===== src/rtl/axi_node_pkg.sv =====
// Shared AXI node definitions: extended write-ID layout used by the ID generator
// and the write-ID queue.
package axi_node;

   localparam int ID_PAD   = 4;
   localparam int ID_WIDTH = 2;
   localparam int EXT_ID_W = ID_WIDTH + ID_PAD;

   typedef logic [EXT_ID_W-1:0] ext_id_t;

   localparam logic [7:0] BEAT_MAX = 8'hFF;

endpackage


===== src/rtl/id_fifo.sv =====
// Circular FIFO of extended IDs with registered pointers and occupancy count.
// Full/empty come from registered state only; a blocked push or pop is ignored.
module id_fifo #(
   parameter  int WIDTH = 6,
   parameter  int DEPTH = 4,
   localparam int PTR_W = $clog2(DEPTH),
   localparam int CNT_W = PTR_W + 1
) (
   input  logic             clk_i,
   input  logic             rst_ni,
   input  logic             push_i,
   input  logic             pop_i,
   input  logic [WIDTH-1:0] wdata_i,
   output logic [WIDTH-1:0] rdata_o,
   output logic             full_o,
   output logic             empty_o,
   output logic [CNT_W-1:0] count_o
);

   logic [WIDTH-1:0] mem_q [DEPTH];
   logic [PTR_W-1:0] head_q, head_d, tail_q, tail_d;
   logic [CNT_W-1:0] count_q, count_d;
   logic             push_ok, pop_ok;

   assign full_o  = (count_q == CNT_W'(DEPTH));
   assign empty_o = (count_q == '0);
   assign push_ok = push_i && !full_o;
   assign pop_ok  = pop_i && !empty_o;
   assign count_o = count_q;

   // Head entry is presented combinationally; an empty queue shows zero.
   assign rdata_o = empty_o ? '0 : mem_q[head_q];

   // NOTE: every always_comb output gets a default first so no latch is inferred.
   always_comb begin
      head_d  = head_q;
      tail_d  = tail_q;
      count_d = count_q;
      if (push_ok) tail_d = tail_q + PTR_W'(1);
      if (pop_ok)  head_d = head_q + PTR_W'(1);
      case ({push_ok, pop_ok})
         2'b10:   count_d = count_q + CNT_W'(1);
         2'b01:   count_d = count_q - CNT_W'(1);
         default: count_d = count_q;
      endcase
   end

   // NOTE: sequential state uses non-blocking assignments only.
   always_ff @(posedge clk_i or negedge rst_ni) begin
      if (!rst_ni) begin
         head_q  <= '0;
         tail_q  <= '0;
         count_q <= '0;
      end else begin
         head_q  <= head_d;
         tail_q  <= tail_d;
         count_q <= count_d;
      end
   end

   // NOTE: storage is deliberately not reset; entries are only read once count covers them.
   always_ff @(posedge clk_i) begin
      if (push_ok) mem_q[tail_q] <= wdata_i;
   end

endmodule


===== src/rtl/w_id_queue.sv =====
// Write-ID queue: holds AW IDs in issue order and tags W bursts with the head ID,
// gating both handshakes on queue state and tracking beats per burst.
module w_id_queue
   import axi_node::*;
#(
   parameter int id_pad   = ID_PAD,
   parameter int id_width = ID_WIDTH,
   parameter int depth    = 4
) (
   input  logic                         Aclk,
   input  logic                         ARESETnRst,
   input  logic [id_width+id_pad-1:0]   AWID,
   input  logic                         AW_valid,
   input  logic                         AW_Ready,
   output logic                         AW_valid_o,
   output logic                         AW_Ready_o,
   input  logic                         W_valid,
   input  logic                         W_last,
   input  logic                         W_Ready,
   output logic                         W_valid_o,
   output logic                         W_Ready_o,
   output logic [id_width+id_pad-1:0]   WID,
   output logic [7:0]                   W_beat_cnt,
   output logic [$clog2(depth):0]       occupancy,
   output logic                         full,
   output logic                         empty,
   output logic                         burst_err
);

   localparam int XW = id_width + id_pad;

   logic       push, beat_acc, pop;
   logic [7:0] beat_cnt_q, beat_cnt_d;
   logic       burst_err_q, burst_err_d;

   assign push     = AW_valid && AW_Ready && !full;
   assign beat_acc = W_valid && W_Ready && !empty;
   assign pop      = beat_acc && W_last;

   assign AW_valid_o = AW_valid && !full;
   assign AW_Ready_o = AW_Ready && !full;
   assign W_valid_o  = W_valid && !empty;
   assign W_Ready_o  = W_Ready && !empty;

   id_fifo #(
      .WIDTH (XW),
      .DEPTH (depth)
   ) u_fifo (
      .clk_i   (Aclk),
      .rst_ni  (ARESETnRst),
      .push_i  (push),
      .pop_i   (pop),
      .wdata_i (AWID),
      .rdata_o (WID),
      .full_o  (full),
      .empty_o (empty),
      .count_o (occupancy)
   );

   // Counter saturates; the beat that lands it on BEAT_MAX flags the runaway burst.
   always_comb begin
      beat_cnt_d  = beat_cnt_q;
      burst_err_d = burst_err_q;
      if (beat_acc) begin
         if (W_last) begin
            beat_cnt_d = '0;
         end else if (beat_cnt_q != BEAT_MAX) begin
            beat_cnt_d = beat_cnt_q + 8'd1;
            if (beat_cnt_q == BEAT_MAX - 8'd1) burst_err_d = 1'b1;
         end
      end
   end

   always_ff @(posedge Aclk or negedge ARESETnRst) begin
      if (!ARESETnRst) begin
         beat_cnt_q  <= '0;
         burst_err_q <= 1'b0;
      end else begin
         beat_cnt_q  <= beat_cnt_d;
         burst_err_q <= burst_err_d;
      end
   end

   assign W_beat_cnt = beat_cnt_q;
   assign burst_err  = burst_err_q;

endmodule


===== config.mk =====
export PLATFORM = sky130hd
export DESIGN_NAME = w_id_queue
export DESIGN_NICKNAME = d
export VERILOG_FILES = /design/src/rtl/axi_node_pkg.sv /design/src/rtl/id_fifo.sv /design/src/rtl/w_id_queue.sv
export SDC_FILE = /design/constraint.sdc
export NUM_CORES = 1
export LEC_CHECK = 0
export ABC_AREA = 1
export BUFFER_PORTS_ARGS = -buffer_cell sky130_fd_sc_hd__buf_2
export CORE_MARGIN = 10
export CORE_UTILIZATION = 61
export CTS_BUF_LIST = sky130_fd_sc_hd__clkbuf_2
export DETAILED_ROUTE_END_ITERATION = 10
export PLACE_DENSITY = 0.88
export SLEW_MARGIN = 10
export SYNTH_ARGS = -nofsm -noshare
export SYNTH_HDL_FRONTEND = slang
export SYNTH_SLANG_ARGS = --single-unit

===== constraint.sdc =====
create_clock -name Aclk -period 6 [get_ports Aclk]
set_input_delay 1.2 -clock Aclk [delete_from_list [all_inputs] [get_ports Aclk]]
set_output_delay 1.2 -clock Aclk [all_outputs]
set_load 0.1 [all_outputs]

# Yosys cells after proc, flatten, opt, wreduce, memory -nomap -nowiden
# Memories as Yosys holds them, arrays and structs flattened.
# Index checks and enable logic that the tools add are counted.
dict set report word_totals {
  regBits 16
  ramBits 24
  input_bits 13
  out_inout_bits 24
  wordCells 41
  memories 1
}
dict set report op_classes {
  addsub 5
  eq_ne 5
  mux 6
  bitwise_logic 1
  reduce_logical 18
}
# name words word_bits rd rd_clocked_by_memory_dff wr line
set mem_list {}
lappend mem_list {u_fifo.mem_q 4 6 1 0 1 id_fifo.sv:20} ;# logic [WIDTH-1:0] mem_q [DEPTH];
# op n
set op_table {}
lappend op_table {{8-bit two-way mux} 2}
lappend op_table {{1-bit logical AND} 11}
lappend op_table {{8-bit by 1-bit adder with 8-bit output (second input constant)} 1}
lappend op_table {{8-bit equality test (second input constant)} 1}
lappend op_table {{8-bit inequality test (second input constant)} 1}
lappend op_table {{6-bit two-way mux} 1}
lappend op_table {{3-bit one-hot mux with 2 select lines} 1}
lappend op_table {{2-bit by 1-bit adder with 2-bit output (second input constant)} 2}
lappend op_table {{4-bit AND reduction} 1}
lappend op_table {{2-bit nonzero test} 2}
lappend op_table {{3-bit by 1-bit adder with 3-bit output (second input constant)} 1}
lappend op_table {{3-bit equality test (second input constant)} 1}
lappend op_table {{3-bit logical NOT} 1}
lappend op_table {{3-bit by 1-bit subtractor with 3-bit output (second input constant)} 1}
lappend op_table {{2-bit by 1-bit equality test with 1-bit output (second input constant)} 1}
lappend op_table {{2-bit equality test (second input constant)} 1}
lappend op_table {{1-bit logical NOT} 2}
lappend op_table {{1-bit two-way mux} 2}
lappend op_table {{2-bit AND reduction} 1}
lappend op_table {{1-bit NOT} 1}

# Longest topological paths before layout
# Gate-level depths: netlist (run 1).
dict set report logic_depth {
  ltp_word 7
  depth_mapped 11
  depth_no_buf 11
}

# Modules after synthesis
# Synthesis (run 1) repeated with hierarchy kept, for this count alone.
dict set report hier_totals {
  cells_unflattened 248
  hier_area_um2 2094.5
}
# module instances cells_each area_each_um2 seq_area_each_um2
set modules_own_cells {}
lappend modules_own_cells {id_fifo 1 152 1465.2 895.9}
lappend modules_own_cells {w_id_queue 1 96 629.4 225.2}

# Least setup slack after synthesis (run 1)
# OpenSTA, ideal clock, no wires.
dict set report synth_path {
  kind {reg-to-output}
  startpoint {register u_fifo.count_q[0] (netlist: u_fifo.count_o[0])}
  endpoint {output port AW_valid_o}
  t_arrival_ps 3129
  required_ps 4800
  setup_slack_ps 1671
  path_stages_with_launch 5
  n_path_buf 0
  path_cell_list {dfrtp_1 inv_1 nand3_1 inv_1 nor2_1}
}
dict set report synth_between {
  elab_chain_len 3
}
# element line
set synth_lines {}
lappend synth_lines {{start: declaration} id_fifo.sv:22} ;# logic [CNT_W-1:0] count_q, count_d;
lappend synth_lines {{start signal: assignment} id_fifo.sv:57} ;# count_q <= count_d;
lappend synth_lines {{3-bit equality test} id_fifo.sv:25} ;# assign full_o = (count_q == CNT_W'(DEPTH));
lappend synth_lines {{named net full} w_id_queue.sv:25} ;# output logic full,
lappend synth_lines {{1-bit logical NOT} w_id_queue.sv:40} ;# assign AW_valid_o = AW_valid && !full;
lappend synth_lines {{1-bit logical AND} w_id_queue.sv:40}
lappend synth_lines {{end: declaration} w_id_queue.sv:15} ;# output logic AW_valid_o,
# The timed path passes the listed nets, and every way through them passes these cells.

# Worst setup path in the final report (run 1)
dict set report layout_path {
  startpoint {register u_fifo.head_q[0]}
  endpoint {output port WID[0]}
}
dict set report layout_between {
  elab_chain_len 2
}
# element line
set layout_lines {}
lappend layout_lines {{start: declaration} id_fifo.sv:21} ;# logic [PTR_W-1:0] head_q, head_d, tail_q, tail_d;
lappend layout_lines {{start signal: assignment} id_fifo.sv:51} ;# head_q <= '0;
lappend layout_lines {{start signal: assignment} id_fifo.sv:55} ;# head_q <= head_d;
lappend layout_lines {{memory read 4 x 6 bit} --}
lappend layout_lines {{6-bit two-way mux} id_fifo.sv:32} ;# assign rdata_o = empty_o ? '0 : mem_q[head_q];
lappend layout_lines {{end: declaration} w_id_queue.sv:22} ;# output logic [id_width+id_pad-1:0] WID,
# No other way between the ends.

==> impl_metrics.csv, run 1 <==
group,metric,value,unit
outcome,status,"complete, no violations",
flow_run,maxCapViolCount,0,
synthesis,yosys.area_share.adder,5.399,%
drt,routed_wl,3956,um
floorplan,die_y,77.16,um
synthesis,yosysTopAreaCell,"edfxtp_1",
sta,fin_setup_tns,0,ns
sta,maxSlewViolCount,0,
synthesis,synth-compound-area-share,8.977,%
drt,first_iter_violations,122,
sta,rsz0062_at_grt,"no",
worst_setup_path,cp_max_fo,14,
floorplan,die_w,77.16,um
synthesis,syn_area_per_cell,9.916,sq um
synthesis,synth_area,1993,sq um
worst_setup_path,reg2reg_depth,8,
sta,fin_skew,0.01028,ns
cts,htreeDepth,2,
drt,ant_nets,0,
floorplan,rows,20,
grt,grt_max_degree,17,
worst_setup_path,critical_path_class,"flip-flop to output port",
drt,num_vias,1473,
final_layout,n_fill_cell,245,
sta,fin_crit_sh,56.95,%
place,portBuffers,36,
drt,via_per_inst,5.168,
floorplan,fp.dieArea,5954,sq um
synthesis,synth_top_area_share,36.16,%
synthesis,yosysWarnings,0,
synthesis,synth_area_leaders,"edfxtp_1 (36%), dfrtp_1 (20%), nor2_1 (7.2%), inv_1 (4.7%), o21ai_0 (4.5%)",
sta,period_needed,3.417,ns
sta,worst_pin_slew,0.6205,ns
final_layout,diodes,0,
cts,clk_path_buf_depth,2,
synthesis,synthesis.nets,222,
worst_hold_path,holdPathStages,2,
final_layout,drive_gt1_share,26.14,%
final_layout,layout_commonest_cell,"nor2_1",
cts,numClockSinks,40,
worst_setup_path,arrival,2.22,ns
worst_setup_path,worst_setup_path_start_kind,"flip-flop",
sta,finalHoldViolCount,0,
cts,cts_tree,"built",
synthesis,synth.area.mux_share,0,%
cts,root_buffer,"clkbuf_2",
drt,firstDrtPassIters,6,
worst_setup_path,required,4.80,ns
final_layout,fin_area,2242,sq um
worst_setup_path,end_kind,"output port",
place,globalplace.congestion,0.8576,
sta,slew_headroom,58.48,%
floorplan,ioPinCount,37,
synthesis,synthSimpleGateAreaFrac,20.84,%
worst_hold_path,hold_class,"flip-flop to flip-flop",
final_layout,area_growth,12.49,%
place,hpwl,2958,um
synthesis,yosys.area_share.xor_xnor,2.197,%
sta,setup_viol,0,
cts,cts_resized,0,
final_layout,layout_common_cells,"nor2_1 (38), buf_2 (36), inv_1 (25), edfxtp_1 (24), nand2_1 (22)",
cts,cts_buffers,5,
grt,grt_pass1_vias,1535,
synthesis,synth_top_family_by_area,"simple AND/OR/NAND/NOR gates",
drt,routedWlPerCell,13.88,um
final_layout,nets,261,
cts,ctsHoldBuffers,0,
cts,post_cts_buffers,0,
drt,drc,0,
floorplan,start_util,64.23,%
sta,fmax,0.2927,GHz
grt,overflow,0,
cts,clkLatencyLatePin,0.39,ns
grt,grt_pass1_wl,6837,um
cts,clk_transition_reported_paths,0.20,ns
grt,grt_usage,13.88,%
floorplan,core-area,3103,sq um
place,place_area,2196,sq um
grt,antenna_found_initial,0,
synthesis,synth_seq_cells,40,
synthesis,syn_inst,201,
synthesis,yosysSeqAreaShare,56.25,%
synthesis,yosys.cell_types.count,25,
==> per-layer routing <==
metal  GRT usage [%]  vias up  share of wire [%]
met1           14.96      694                 42
met4           4.927        0                1.7
met2           24.58       38                 51
met5               0        -                  0
met3           4.662        7                5.8
li1                -      734                  -
==> cell type report <==
type | instances | area, sq um | area share [%]
Sequential cell | 40 | 1121 | 50.00
Multi-Input combinational cell | 132 | 745.7 | 33.26
Timing Repair Buffer | 36 | 180.2 | 8.036
Inverter | 25 | 93.84 | 4.185
Tap cell | 44 | 55.05 | 2.455
Clock buffer | 5 | 25.02 | 1.116
Clock inverter | 3 | 21.27 | 0.9487
==> worst max-delay path: stages (launching register included) <==
cell	delay [ns]
dfrtp_1	0.59
inv_1	0.37
o21ai_0	0.17
a21oi_1	0.23
buf_2	0.47
==> cell families after synthesis <==
kind of cell | Yosys count
AOI/OAI and AO/OA | 32
xor gates and xnor gates | 5
DFF | 40
and+or+nand+nor | 87
buffers and inverters | 29
adders and majority gates | 8
==> sequential cells by signal, summed over array words and instances, names as in the netlist <==
name and cells:
u_fifo.count_o 3, u_fifo.mem_q 24, u_fifo.tail_q 2, u_fifo.head_q 2
W_beat_cnt 8, burst_err 1
==> cell usage after synthesis <==
library cell,count
a21oi_1,9
nand2_2,7
fa_1,1
buf_12,1
clkbuf_1,2
nand2_1,22
edfxtp_1,24
nand4_1,1
nor2_2,1
buf_2,1
or2_2,1
nand3_1,9
xnor2_1,3
nor2_1,38
dfrtp_1,16
nand3_4,1
xor2_1,2
nor3_4,1
o21ai_0,18
nor3_1,3
nand2_4,1
o21ai_2,5
ha_1,7
nor2_4,2
inv_1,25
==> final timing paths <==
check / end / from / slack, ns
hold reg to reg: burst_err / burst_err / 0.50
max in group asynchronous: u_fifo.head_q[0] / ARESETnRst / 5.05
hold / removal: burst_err / burst_err / 0.50
min in group asynchronous: W_beat_cnt[2] / ARESETnRst / 0.69
setup reg to reg: u_fifo.count_o[1] / u_fifo.count_o[0] / 3.71
setup / recovery: WID[0] / u_fifo.head_q[0] / 2.58
==> metrics by stage <==
stage / cells / hold slack (ns) / setup slack [ns] / util, %
3_3_place_gp: 277 / 0.4422 / 2.908 / 70.77
5_1_grt: 285 / 0.5274 / 2.400 / 72.26
3_5_place_dp: 277 / 0.4634 / 2.887 / 70.77
2_1_floorplan: 201 / 0.4923 / 1.671 / -
6_report: 285 / 0.4985 / 2.583 / 72.26
4_1_cts: 285 / 0.5062 / 2.570 / 72.26
Power of run 1 is not shown: default switching activity piles up to over one toggle a cycle in this logic, so the estimate is an artifact.
==> run 2, diff against run 1 <==
Settings changed: CORE_UTILIZATION 61 to 57, PLACE_DENSITY 0.88 to 0.84.
Clock period 6 ns to 3.3 ns, I/O delays scaled along.
==> run 2 against run 1 <==
Net effect:
- clock skew grew 0.0055 ns
- highest routed layer unchanged
- worst setup slack worse by 2.0 ns
- first-iteration DRC count decreased by 8.2%
- register-to-register slack worse by 2.7 ns
- global-route usage is 0.96 points lower
- flip-flop and latch count unchanged
- cell area rose by 2.6%
- non-clock buffer count is the same
- routed wire length is 0.23% lower
- cell count up 0.70%
- die area grew 5.2%
- sequential share of layout area is 1.1 points lower
==> impl_metrics.csv, run 2 (synthesis gave the netlist of run 1 again) <==
group,metric,value,unit
place,place_area,2210,sq um
worst_setup_path,end_kind,"output port",
drt,num_vias,1489,
sta,setup_viol,0,
final_layout,largest_reg_flops,24,
grt,grt_usage,12.91,%
grt,grt_max_degree,17,
worst_hold_path,hold_class,"input pin to async pin",
drt,firstDrtPassIters,4,
worst_setup_path,max_stage_delay,0.57,ns
cts,clk_transition_reported_paths,0.19,ns
flow_run,maxCapViolCount,0,
place,place_inst,279,
sta,fmax,0.3663,GHz
drt,routedWlPerCell,13.75,um
sta,fin_skew,0.01574,ns
drt,first_iter_violations,112,
final_layout,instances_no_fill,287,
sta,worst_pin_slew,0.5937,ns
cts,cts_resized,0,
final_layout,fin_area,2300,sq um
place,globalplace.congestion,0.8474,
final_layout,area_growth,15.38,%
drt,drc,0,
worst_setup_path,arrival,2.07,ns
sta,finalHoldViolCount,0,
worst_setup_path,worst_setup_path_start_kind,"flip-flop",
drt,via_per_inst,5.188,
worst_setup_path,critical_path_class,"flip-flop to output port",
grt,overflow,0,
final_layout,diodes,0,
floorplan,fp.dieArea,6262,sq um
worst_setup_path,crit_buf_inv,2,
cts,cts_buffers,5,
final_layout,n_fill_cell,268,
outcome,status,"complete, no violations",
floorplan,rows,21,
final_layout,layout_common_cells,"nor2_1 (37), buf_2 (36), inv_1 (25), edfxtp_1 (24), nand2_1 (22)",
cts,root_buffer,"clkbuf_2",
cts,clkLatencyLatePin,0.39,ns
floorplan,start_util,59.26,%
floorplan,ioPinCount,37,
sta,rsz0062_at_grt,"no",
floorplan,die_y,79.14,um
floorplan,core-area,3363,sq um
sta,period_needed,2.730,ns
place,portBuffers,36,
sta,fin_setup_tns,0,ns
place,hpwl,2901,um
worst_setup_path,crit_family,"buffers and inverters",
grt,antenna_found_initial,0,
sta,fin_crit_sh,82.72,%
final_layout,top_register,"u_fifo.mem_q",
grt,grt_pass1_vias,1414,
drt,routed_wl,3947,um
worst_setup_path,critPathSlowestCell,"dfrtp_1",
cts,htreeDepth,2,
worst_setup_path,cp_max_fo,14,
drt,ant_nets,0,
sta,maxSlewViolCount,0,
sta,slew_headroom,60.27,%
cts,clk_path_buf_depth,2,
grt,grt_pass1_wl,6382,um
cts,numClockSinks,40,
floorplan,die_w,79.14,um
cts,cts_tree,"built",
worst_setup_path,regToRegSetupSlack,1.04,ns
final_layout,drive_gt1_share,27.80,%
worst_setup_path,required,2.64,ns
cts,ctsHoldBuffers,0,
worst_setup_path,path_cells,"inv_1 > o21ai_0 > a21oi_1 > buf_2",
cts,post_cts_buffers,0,
final_layout,layout_commonest_cell,"nor2_1",
final_layout,utilization,68.38,%
final_layout,nets,261,
run 2: cell types whose count changed in the layout (fill, tap and decap cells not counted), sizes merged:
cell and delta:
inv -1, clkinv -1, bufinv +2, clkinvlp -1
clkbuf +1
run 2: cell type report:
cell class / count / area (sq um) / area share [%]
sequential: 40 / 1125 / 48.91
multi-input combinational: 132 / 753.2 / 32.75
timing repair buffer: 36 / 180.2 / 7.835
inverter: 25 / 93.84 / 4.081
clock inverter: 2 / 60.06 / 2.612
tap: 46 / 57.56 / 2.503
clock buffer: 6 / 30.03 / 1.306
run 2: stage by stage:
| stage | hold WS [ns] | setup slack (ns) |
|---|---|---|
| 5_1_grt | 0.1115 | 0.3883 |
| 3_3_place_gp | 0.4435 | 1.039 |
| 3_5_place_dp | 0.4503 | 0.9909 |
| 2_1_floorplan | 0.3644 | 0.08125 |
| 6_report | 0.1497 | 0.5703 |
| 4_1_cts | 0.1459 | 0.5779 |
run 2: worst paths after layout:
check	start	end	depth (start not counted)
worst min register to register	burst_err	burst_err	2
min in group Aclk	AWID[2]	u_fifo.mem_q[1][2]	1
worst min-delay path	ARESETnRst	u_fifo.tail_q[0]	1
max in group asynchronous	ARESETnRst	u_fifo.count_o[0]	1
worst max register to register	u_fifo.count_o[0]	u_fifo.count_o[1]	8
worst max-delay path	u_fifo.head_q[0]	WID[0]	4
run 2: per-layer routing:
metal	global-route usage, %	share of wire (%)	vias up
met5	0	0	-
met4	5.197	0.96	0
met3	5.180	8.8	6
met2	22.02	51	54
met1	13.97	40	690
li1	-	-	739
run 2: worst register-to-register path, delay by kind of cell (launching register included):
family / cells / cell delay [ns]
AO/OA/AOI/OAI: 1 / 0.16
adder cells (fa/ha/maj): 2 / 0.63
flip-flops: 1 / 0.48
AND/OR/NAND/NOR: 3 / 0.76
buffers and inverters: 2 / 0.17
Power of run 2 is left out for the same reason.
==> run 3, diff against run 2 <==
Settings changed: ABC_AREA 1 to 0, CORE_UTILIZATION 57 to 51, PLACE_DENSITY 0.84 to 0.8.
Clock period 3.3 ns to 2.19 ns, I/O delays scaled along.
==> run 3 against run 2 <==
Net effect:
- synthesized area decreased by 4.8%
- hold slack better by 0.076 ns
- flip-flop and latch count stayed put
- the flow now finishes with violations (setup timing)
- worst setup slack got worse by 0.64 ns
- sequential share of layout area fell by 2.9 points
- synthesized cell count is 32% lower
- highest routed layer unchanged
- clock skew is 0.012 ns higher
- utilization decreased by 0.40 points
- non-clock buffer count up 8
- cell area is 7.4% higher
- routed wire length shrank 0.30%
- register-to-register slack lost 0.95 ns
==> impl_metrics.csv, run 3 <==
group,metric,value,unit
synthesis,synth_area,1898,sq um
synthesis,synth_area_leaders,"edfxtp_1 (38%), dfrtp_1 (21%), mux4_2 (7.1%), ha_1 (4.6%), nor2b_1 (3.3%)",
cts,cts_buffers,5,
cts,clkLatencyLatePin,0.41,ns
worst_setup_path,end_kind,"output port",
cts,numClockSinks,40,
drt,ant_nets,0,
final_layout,nets,204,
outcome,status,"finished, violations left",
floorplan,rows,22,
cts,clk_transition_reported_paths,0.21,ns
sta,fin_crit_sh,103.2,%
outcome,violations,"setup timing",
drt,firstDrtPassIters,4,
sta,slew_headroom,65.34,%
sta,fmax,0.4423,GHz
synthesis,syn_inst,137,
synthesis,syn_area_per_cell,13.85,sq um
synthesis,synth_top_area_share,37.97,%
worst_setup_path,critical_path_class,"flip-flop to output port",
cts,root_buffer,"clkbuf_2",
worst_setup_path,arrival,1.82,ns
drt,first_iter_violations,78,
grt,grt_max_degree,17,
synthesis,yosys.cell_types.count,37,
worst_setup_path,cp_max_fo,7,
place,globalplace.congestion,0.8232,
synthesis,synthesis.nets,158,
floorplan,fp.dieArea,6562,sq um
synthesis,yosysSeqAreaShare,59.06,%
floorplan,ioPinCount,37,
final_layout,diodes,0,
drt,via_per_inst,5.323,
floorplan,die_w,81.01,um
sta,layout_setup_ws,-0.07073,ns
synthesis,yosysTopAreaCell,"edfxtp_1",
grt,overflow,0,
flow_run,maxCapViolCount,0,
final_layout,instances_no_fill,232,
sta,fin_skew,0.02772,ns
sta,rsz0062_at_grt,"yes",
synthesis,synth_seq_cells,40,
floorplan,die_y,81.01,um
place,portBuffers,36,
drt,routedWlPerCell,16.96,um
final_layout,largest_reg_flops,24,
drt,drc,0,
worst_setup_path,worst_setup_path_start_kind,"flip-flop",
sta,maxSlewViolCount,0,
final_layout,top_register,"u_fifo.mem_q",
cts,htreeDepth,2,
cts,cts_tree,"built",
synthesis,async_flop_share,40.00,%
synthesis,synth_most_common_cell,"edfxtp_1",
final_layout,layout_common_cells,"buf_2 (26), edfxtp_1 (24), dfrtp_1 (8)",
floorplan,start_util,52.24,%
cts,clk_path_buf_depth,2,
place,place_inst,220,
grt,grt_pass1_wl,6630,um
grt,grt_usage,13.09,%
grt,grt_pass1_vias,1353,
synthesis,yosysWarnings,0,
final_layout,drive_gt1_share,47.28,%
sta,finalHoldViolCount,0,
grt,antenna_found_initial,0,
sta,worst_pin_slew,0.5198,ns
synthesis,yosys-top-cells-count,"edfxtp_1 (24), dfrtp_1 (16), nor2b_1 (10), inv_1 (8)",
worst_setup_path,required,1.75,ns
worst_hold_path,hold_class,"input pin to flip-flop",
drt,routed_wl,3935,um
place,hpwl,2790,um
synthesis,synth-edff-count,24,
floorplan,core-area,3633,sq um
final_layout,layout_commonest_cell,"buf_2",
synthesis,synth_flop_cell,"edfxtp_1",
drt,num_vias,1235,
sta,setup_viol,6,
sta,period_needed,2.261,ns
final_layout,area_growth,30.13,%
## run 3: changes by cell type in the layout (fill, tap and decap cells not counted), moves of 6 or more
cell and change:
and2_1 +6, buf_12 +7, nand3_1 -6, nand2_1 -15, nand2_2 -7, buf_2 -10
o21ai_0 -18, mux4_2 +6, inv_1 -19, nor2b_4 +6, buf_4 +7, nor2_1 -34
## run 3: cell type report
class / instances / area (sq um)
Tap cell: 48 / 60.06
Fill cell: 273 / 1164
Timing Repair Buffer: 44 / 370.4
Clock inverter: 3 / 42.54
Inverter: 10 / 37.54
Sequential cell: 40 / 1136
Multi-Input combinational cell: 82 / 798.3
Clock buffer: 5 / 25.02
## run 3: through the flow
step                utilization [%]  instance area [sq um]  setup TNS (ns)  hold slack, ns  worst slack, ns
CTS                           66.80                   2427         -0.3510          0.2149         -0.06700
global route                  67.98                   2470         -0.8503          0.2012          -0.1542
global placement              60.92                   2213               0          0.3713           0.1022
floorplan                         -                   1958          -4.421          0.1424          -0.5959
detailed placement            60.92                   2213               0          0.3782          0.04639
finish                        67.98                   2470         -0.3495          0.2258         -0.07073
## run 3: path summary, 6_finish.rpt
path | depth (start not counted) | slack [ns] | endpoint | startpoint
setup / recovery | 3 | -0.07 | WID[0] | u_fifo.head_q[0]
hold / removal | 1 | 0.23 | u_fifo.mem_q[3][3] | AWID[3]
setup reg to reg | 7 | 0.09 | u_fifo.count_o[1] | u_fifo.count_o[1]
hold reg to reg | 1 | 0.51 | burst_err | burst_err
max in group asynchronous | 2 | 1.45 | W_beat_cnt[0] | ARESETnRst
min in group asynchronous | 2 | 0.43 | u_fifo.head_q[0] | ARESETnRst
## run 3: critical path, stage by stage (launching register included)
cell     delay, ns
dfrtp_2       0.55
mux4_2        0.55
nor2b_4       0.15
buf_12        0.16
## run 3: cells by family (layout without fill, tap and decap cells)
logic type                 after synthesis  count (layout)  share of synthesized area [%]
buffers and inverters                   15              62                          3.559
and+or+nand+nor                         45              45                          13.38
DFF                                     40              40                          59.06
adders and majority gates                8               8                          5.669
xor gates and xnor gates                 6               6                          2.769
AOI/OAI and AO/OA                       15              15                          7.317
muxes                                    8               8                          8.240
## run 3: timing repair
item	in CTS	in global routing
endpoints found under the hold margin	16	0
setup buffers	2	1
resized for setup	33	10
pin swaps	0	5
hold buffers	1	0
setup endpoints to repair	9	12
## run 3: metal layers
metal  global-route usage, %  part of all wire [%]
met2                   21.26                    51
met5                       0                     0
met4                   3.979                   1.2
met1                   15.87                    40
met3                   4.967                   7.5
Power of run 3 is left out for the same reason.
